File: src/rtl/ysyx_22050598_mem_arbiter.sv
// Round-robin arbiter between IFU and LSU onto one single-outstanding memory port.
// Captures the winning request, drives it downstream, and routes the response back to its owner.
module ysyx_22050598_mem_arbiter #(
  parameter int ADDR_W = 64,
  parameter int DATA_W = 64
) (
  input  logic              clk,
  input  logic              rst,
  // instruction fetch
  input  logic              ifu_req_valid,
  output logic              ifu_req_ready,
  input  logic [ADDR_W-1:0] ifu_addr,
  output logic              ifu_resp_valid,
  output logic [DATA_W-1:0] ifu_rdata,
  // load/store
  input  logic              lsu_req_valid,
  output logic              lsu_req_ready,
  input  logic [ADDR_W-1:0] lsu_addr,
  input  logic              lsu_wen,
  input  logic [DATA_W-1:0] lsu_wdata,
  input  logic [7:0]        lsu_len,
  output logic              lsu_resp_valid,
  output logic [DATA_W-1:0] lsu_rdata,
  // downstream memory
  output logic              mem_req_valid,
  input  logic              mem_req_ready,
  output logic [ADDR_W-1:0] mem_addr,
  output logic              mem_wen,
  output logic [DATA_W-1:0] mem_wdata,
  output logic [7:0]        mem_len,
  input  logic              mem_resp_valid,
  input  logic [DATA_W-1:0] mem_rdata
);

  typedef enum logic [1:0] {IDLE, REQ, RESP} state_t;

  typedef struct packed {
    logic [ADDR_W-1:0] addr;
    logic              wen;
    logic [DATA_W-1:0] wdata;
    logic [7:0]        len;
  } mem_req_t;

  localparam logic OWN_IFU = 1'b0;
  localparam logic OWN_LSU = 1'b1;

  state_t   state, state_nxt;
  mem_req_t req_q, grant_req;
  logic     owner, last_owner;
  logic     ifu_win, lsu_win, grant;

  // Tie goes to whoever was not granted last; a lone requester always wins.
  always_comb begin
    ifu_win = ifu_req_valid & (~lsu_req_valid | (last_owner == OWN_LSU));
    lsu_win = lsu_req_valid & (~ifu_req_valid | (last_owner == OWN_IFU));
  end

  // Reset in the same cycle as a grant suppresses the handshake entirely.
  assign ifu_req_ready = (state == IDLE) & ~rst & ifu_win;
  assign lsu_req_ready = (state == IDLE) & ~rst & lsu_win;
  assign grant         = ifu_req_ready | lsu_req_ready;

  always_comb begin
    grant_req = '0;
    if (lsu_win) begin
      grant_req.addr  = lsu_addr;
      grant_req.wen   = lsu_wen;
      grant_req.wdata = lsu_wdata;
      grant_req.len   = lsu_len;
    end else begin
      grant_req.addr  = ifu_addr;
      grant_req.wen   = 1'b0;
      grant_req.wdata = '0;
      grant_req.len   = 8'd8;
    end
  end

  // FSM: state register
  always_ff @(posedge clk) begin
    if (rst) state <= IDLE;
    else     state <= state_nxt;
  end

  // FSM: next state
  always_comb begin
    state_nxt = state;
    case (state)
      IDLE:    if (grant)          state_nxt = REQ;
      REQ:     if (mem_req_ready)  state_nxt = RESP;
      RESP:    if (mem_resp_valid) state_nxt = IDLE;
      default:                     state_nxt = IDLE;
    endcase
  end

  // FSM: outputs
  always_comb begin
    mem_req_valid = (state == REQ);
  end

  assign mem_addr  = req_q.addr;
  assign mem_wen   = req_q.wen;
  assign mem_wdata = req_q.wdata;
  assign mem_len   = req_q.len;

  always_ff @(posedge clk) begin
    if (rst) begin
      req_q          <= '0;
      owner          <= OWN_IFU;
      last_owner     <= OWN_IFU;
      ifu_resp_valid <= 1'b0;
      lsu_resp_valid <= 1'b0;
      ifu_rdata      <= '0;
      lsu_rdata      <= '0;
    end else begin
      ifu_resp_valid <= 1'b0;
      lsu_resp_valid <= 1'b0;
      if (grant) begin
        req_q      <= grant_req;
        owner      <= lsu_win;
        last_owner <= lsu_win;
      end
      // Responses outside RESP are stray and dropped.
      if (state == RESP && mem_resp_valid) begin
        if (owner == OWN_LSU) begin
          lsu_rdata      <= mem_rdata;
          lsu_resp_valid <= 1'b1;
        end else begin
          ifu_rdata      <= mem_rdata;
          ifu_resp_valid <= 1'b1;
        end
      end
    end
  end

endmodule

File: config.mk
export PLATFORM = sky130hd
export DESIGN_NAME = ysyx_22050598_mem_arbiter
export DESIGN_NICKNAME = d
export VERILOG_FILES = /design/src/rtl/ysyx_22050598_mem_arbiter.sv
export SDC_FILE = /design/constraint.sdc
export NUM_CORES = 1
export LEC_CHECK = 0
export CAP_MARGIN = 15
export CELL_PAD_IN_SITES_DETAIL_PLACEMENT = 2
export CELL_PAD_IN_SITES_GLOBAL_PLACEMENT = 2
export CORE_ASPECT_RATIO = 1.1
export CORE_UTILIZATION = 22
export CTS_BUF_LIST = sky130_fd_sc_hd__clkbuf_8 sky130_fd_sc_hd__clkbuf_16
export CTS_CLUSTER_DIAMETER = 80
export DETAILED_ROUTE_END_ITERATION = 7
export GPL_TIMING_DRIVEN = 1
export PLACE_DENSITY = 0.81
export SYNTH_ARGS = -nofsm -noshare
export SYNTH_HDL_FRONTEND = slang
export SYNTH_SLANG_ARGS = --single-unit
export TNS_END_PERCENT = 20
File: constraint.sdc
create_clock -name clk -period 3.8 [get_ports clk]
set_input_delay 0.76 -clock clk [delete_from_list [all_inputs] [get_ports clk]]
set_output_delay 0.76 -clock clk [all_outputs]
set_load 0.1 [all_outputs]
==> impl_metrics.env <==
export IMPL_status="complete, but fails checks"
export IMPL_violations="design-rule violations"
export IMPL_clock_latency_ps=570
export IMPL_coreArea_um2=45660
export IMPL_fin_area_um2=17050
export IMPL_clkSlewWorstSetupHoldPaths_ps=60
export IMPL_yosysWarningCount=0
export IMPL_fin_crit_ps=2905
export IMPL_drv_slew=0
export IMPL_critPathMaxStageDelay_ps=1190
export IMPL_period_share_pct=76.44
export IMPL_die_w_um=207.3
export IMPL_grt_pass1_wl_mm=75.72
export IMPL_finalSetupViolations=0
export IMPL_p_per_area_nw_per_um2=472.3
export IMPL_max_freq_mhz=344.3
export IMPL_endpoint="lsu_rdata[47]"
export IMPL_path_max_fanout=2
export IMPL_relSlewSlack_pct=27.28
export IMPL_synth_area_leader_cell="dfxtp_1"
export IMPL_slowest_stage="clkdlybuf4s50_1"
export IMPL_fin_nets=2017
export IMPL_ir_worst_vdd_v=0.0002910
export IMPL_syn2layout_area_growth_pct=67.09
export IMPL_io_pins=541
export IMPL_cts_resized=0
export IMPL_synth_top_cell_area_share_pct=52.99
export IMPL_yosysSeqAreaShare_pct=52.99
export IMPL_port_buffers=540
export IMPL_rows=82
export IMPL_hpwlAfterDp_mm=34.50
export IMPL_hold_buffers=0
export IMPL_clockBufferDepth=3
export IMPL_htree_levels=1
export IMPL_synthTopCellsByArea="dfxtp_1, nand2_1, a21oi_1, a311oi_1, nand3_1"
export IMPL_p_int_mw=5.236
export IMPL_routed_wirelength_mm=50.23
export IMPL_drv_cap=0
export IMPL_cts_setup_buffers=0
export IMPL_avgViaCountPerCell=4.823
export IMPL_hold_viol_final=0
export IMPL_hold_class="reg -> reg"
export IMPL_whs_ps=457.2
export IMPL_rr_startpoint="state[1]"
export IMPL_tightest_slew_ps=1087
export IMPL_synth_area_um2=10200
export IMPL_top_usage_layer="met2"
export IMPL_antenna_found_initial=5
export IMPL_nFillCells=5052
export IMPL_crit_cells=1
export IMPL_use_met1_pct=22.85
export IMPL_vias=11390
export IMPL_placed_cell_area_um2=16050
export IMPL_syn_inst=1277
export IMPL_leakagePower_nw=5.769
export IMPL_syn_nets=1548
export IMPL_r2r_end="mem_addr[19]"
export IMPL_grt_use_met2_pct=35.22
export IMPL_cts_tree="built"
export IMPL_startpoint="lsu_rdata[47]"
export IMPL_drc=1
export IMPL_track_usage_pct=20.43
export IMPL_p_switching_mw=2.814
export IMPL_rsz0062_at_grt="false"
export IMPL_drive_above_1_share_pct=5.198
export IMPL_combinationalPowerShare_pct=25.9
export IMPL_p_clk_share_pct=36.3
export IMPL_dr_pass1_iters=8
export IMPL_power_frac_seq_pct=37.8
export IMPL_path_class="reg -> out"
export IMPL_path_cells="clkdlybuf4s50_1"
export IMPL_r2r_setup_slack_ps=1470
export IMPL_final_cell_mix="clkdlybuf4s50_1, nand2_1, dfxtp_1, a21oi_1"
export IMPL_grt_max_degree=162
export IMPL_place_congestion=0.8038
export IMPL_die_h_um=227.8
export IMPL_ys_ff_latch=270
export IMPL_dieArea_um2=47230
export IMPL_swShare_pct=34.95
export IMPL_synthDistinctLibCells=29
export IMPL_crit_arrival_ps=2140
export IMPL_power_mw=8.050
export IMPL_grt_pass1_vias=12560
export IMPL_cts_made_buffers=31
export IMPL_cts_root_buffer="clkbuf_16"
export IMPL_cpLargestDelayFamily="buffers and inverters"
export IMPL_initialDrtViolationCount=452
export IMPL_post_route_util_pct=37.33
export IMPL_use_met3_pct=7.324
export IMPL_cp_end_kind="output port"
export IMPL_wl_per_cell_um=21.27
export IMPL_cp_required_ps=3040
export IMPL_critPathBufInv=1
export IMPL_ff2ff_path_depth=5
export IMPL_tns_ps=0
export IMPL_mostFrequentLayoutCell="clkdlybuf4s50_1"
export IMPL_grt_ovfl_total=0
export IMPL_start_kind="register"
export IMPL_postRouteAntennaNets=0
export IMPL_start_util_pct=22.34
export IMPL_skew_ps=23.65
export IMPL_postSynthAreaPerCell_um2=7.988
export IMPL_clock_sinks=270
==> worst register-to-register path: stages, from the launching register on <==
cell and delay [ps]:
dfxtp_1 590, or3_4 270, buf_4 580, nor2_4 150
buf_12 230, a311oi_1 410
==> state kept, by name (all words and copies together) (netlist names) <==
signal	count
ifu_rdata	64
lsu_rdata	64
mem_addr	64
mem_wdata	64
mem_len	8
state	2
ifu_resp_valid	1
last_owner	1
lsu_resp_valid	1
mem_wen	1
==> worst min-delay path by stage <==
stage	to	cells after the start	from	slack (ps)
floorplan	last_owner	2	last_owner	550
global placement	lsu_rdata[26]	2	lsu_rdata[26]	440
detailed placement	lsu_rdata[9]	2	lsu_rdata[9]	450
CTS	lsu_rdata[9]	2	lsu_rdata[9]	460
global route	lsu_rdata[2]	2	lsu_rdata[2]	480
finish	lsu_rdata[3]	2	lsu_rdata[3]	460
==> cells in the mapped netlist (all sizes together) <==
cell type / n
nand2: 384
dfxtp: 270
a21oi: 265
nand3: 72
o21ai: 72
a311oi: 64
clkbuf: 63
buf: 61
nor2: 8
nor3: 3
inv: 2
a211oi: 1
a21bo: 1
a21boi: 1
a21o: 1
a22oi: 1
and4b: 1
nand4b: 1
nand4bb: 1
nor2b: 1
nor4bb: 1
o32ai: 1
or2: 1
or3: 1
==> power by group through the flow <==
stage	Clock, mW	Combinational (mW)	Sequential, mW
floorplan	0	0.453	3.99
global placement	0	2.07	3.10
detailed placement	0	2.09	3.10
CTS	3.03	2.10	3.04
global route	3.14	2.17	3.06
finish	2.92	2.09	3.04
==> cell type report <==
type | count | area [um^2] | area share (%)
Sequential cell | 270 | 5405 | 31.71
Antenna cell | 3 | 7.507 | 0.04404
Clock buffer | 37 | 858.3 | 5.036
Multi-Input combinational cell | 881 | 4275 | 25.08
Timing Repair Buffer | 560 | 5627 | 33.01
Clock inverter | 20 | 128.9 | 0.7561
Tap cell | 588 | 735.7 | 4.316
Inverter | 2 | 7.507 | 0.04404
==> per-stage QoR <==
stage                     instances  setup slack (ps)
after global placement         2301             975.5
final                          2361             895.2
after CTS                      2358             835.2
after detailed placement       2301             926.2
after floorplan                1277             340.1
after global routing           2361             838.7
==> kinds of logic (layout without fill, tap and decap cells) <==
| group | count (synthesis) | after routing | share of synthesized area, % |
|---|---|---|---|
| AO/OA/AOI/OAI | 407 | 407 | 22.51 |
| buffers and inverters | 126 | 619 | 5.679 |
| flip-flops | 270 | 270 | 52.99 |
| other | 0 | 3 | 0 |
| AND/OR/NAND/NOR | 474 | 474 | 18.83 |
==> layer usage <==
layer | wire length [um] | share of wire (%)
met1 | 19720 | 39
met2 | 24420 | 49
met3 | 4265 | 8.5
met4 | 1789 | 3.6
met5 | 44 | 0.088
Note: power is estimated with default switching activity, not from simulation.
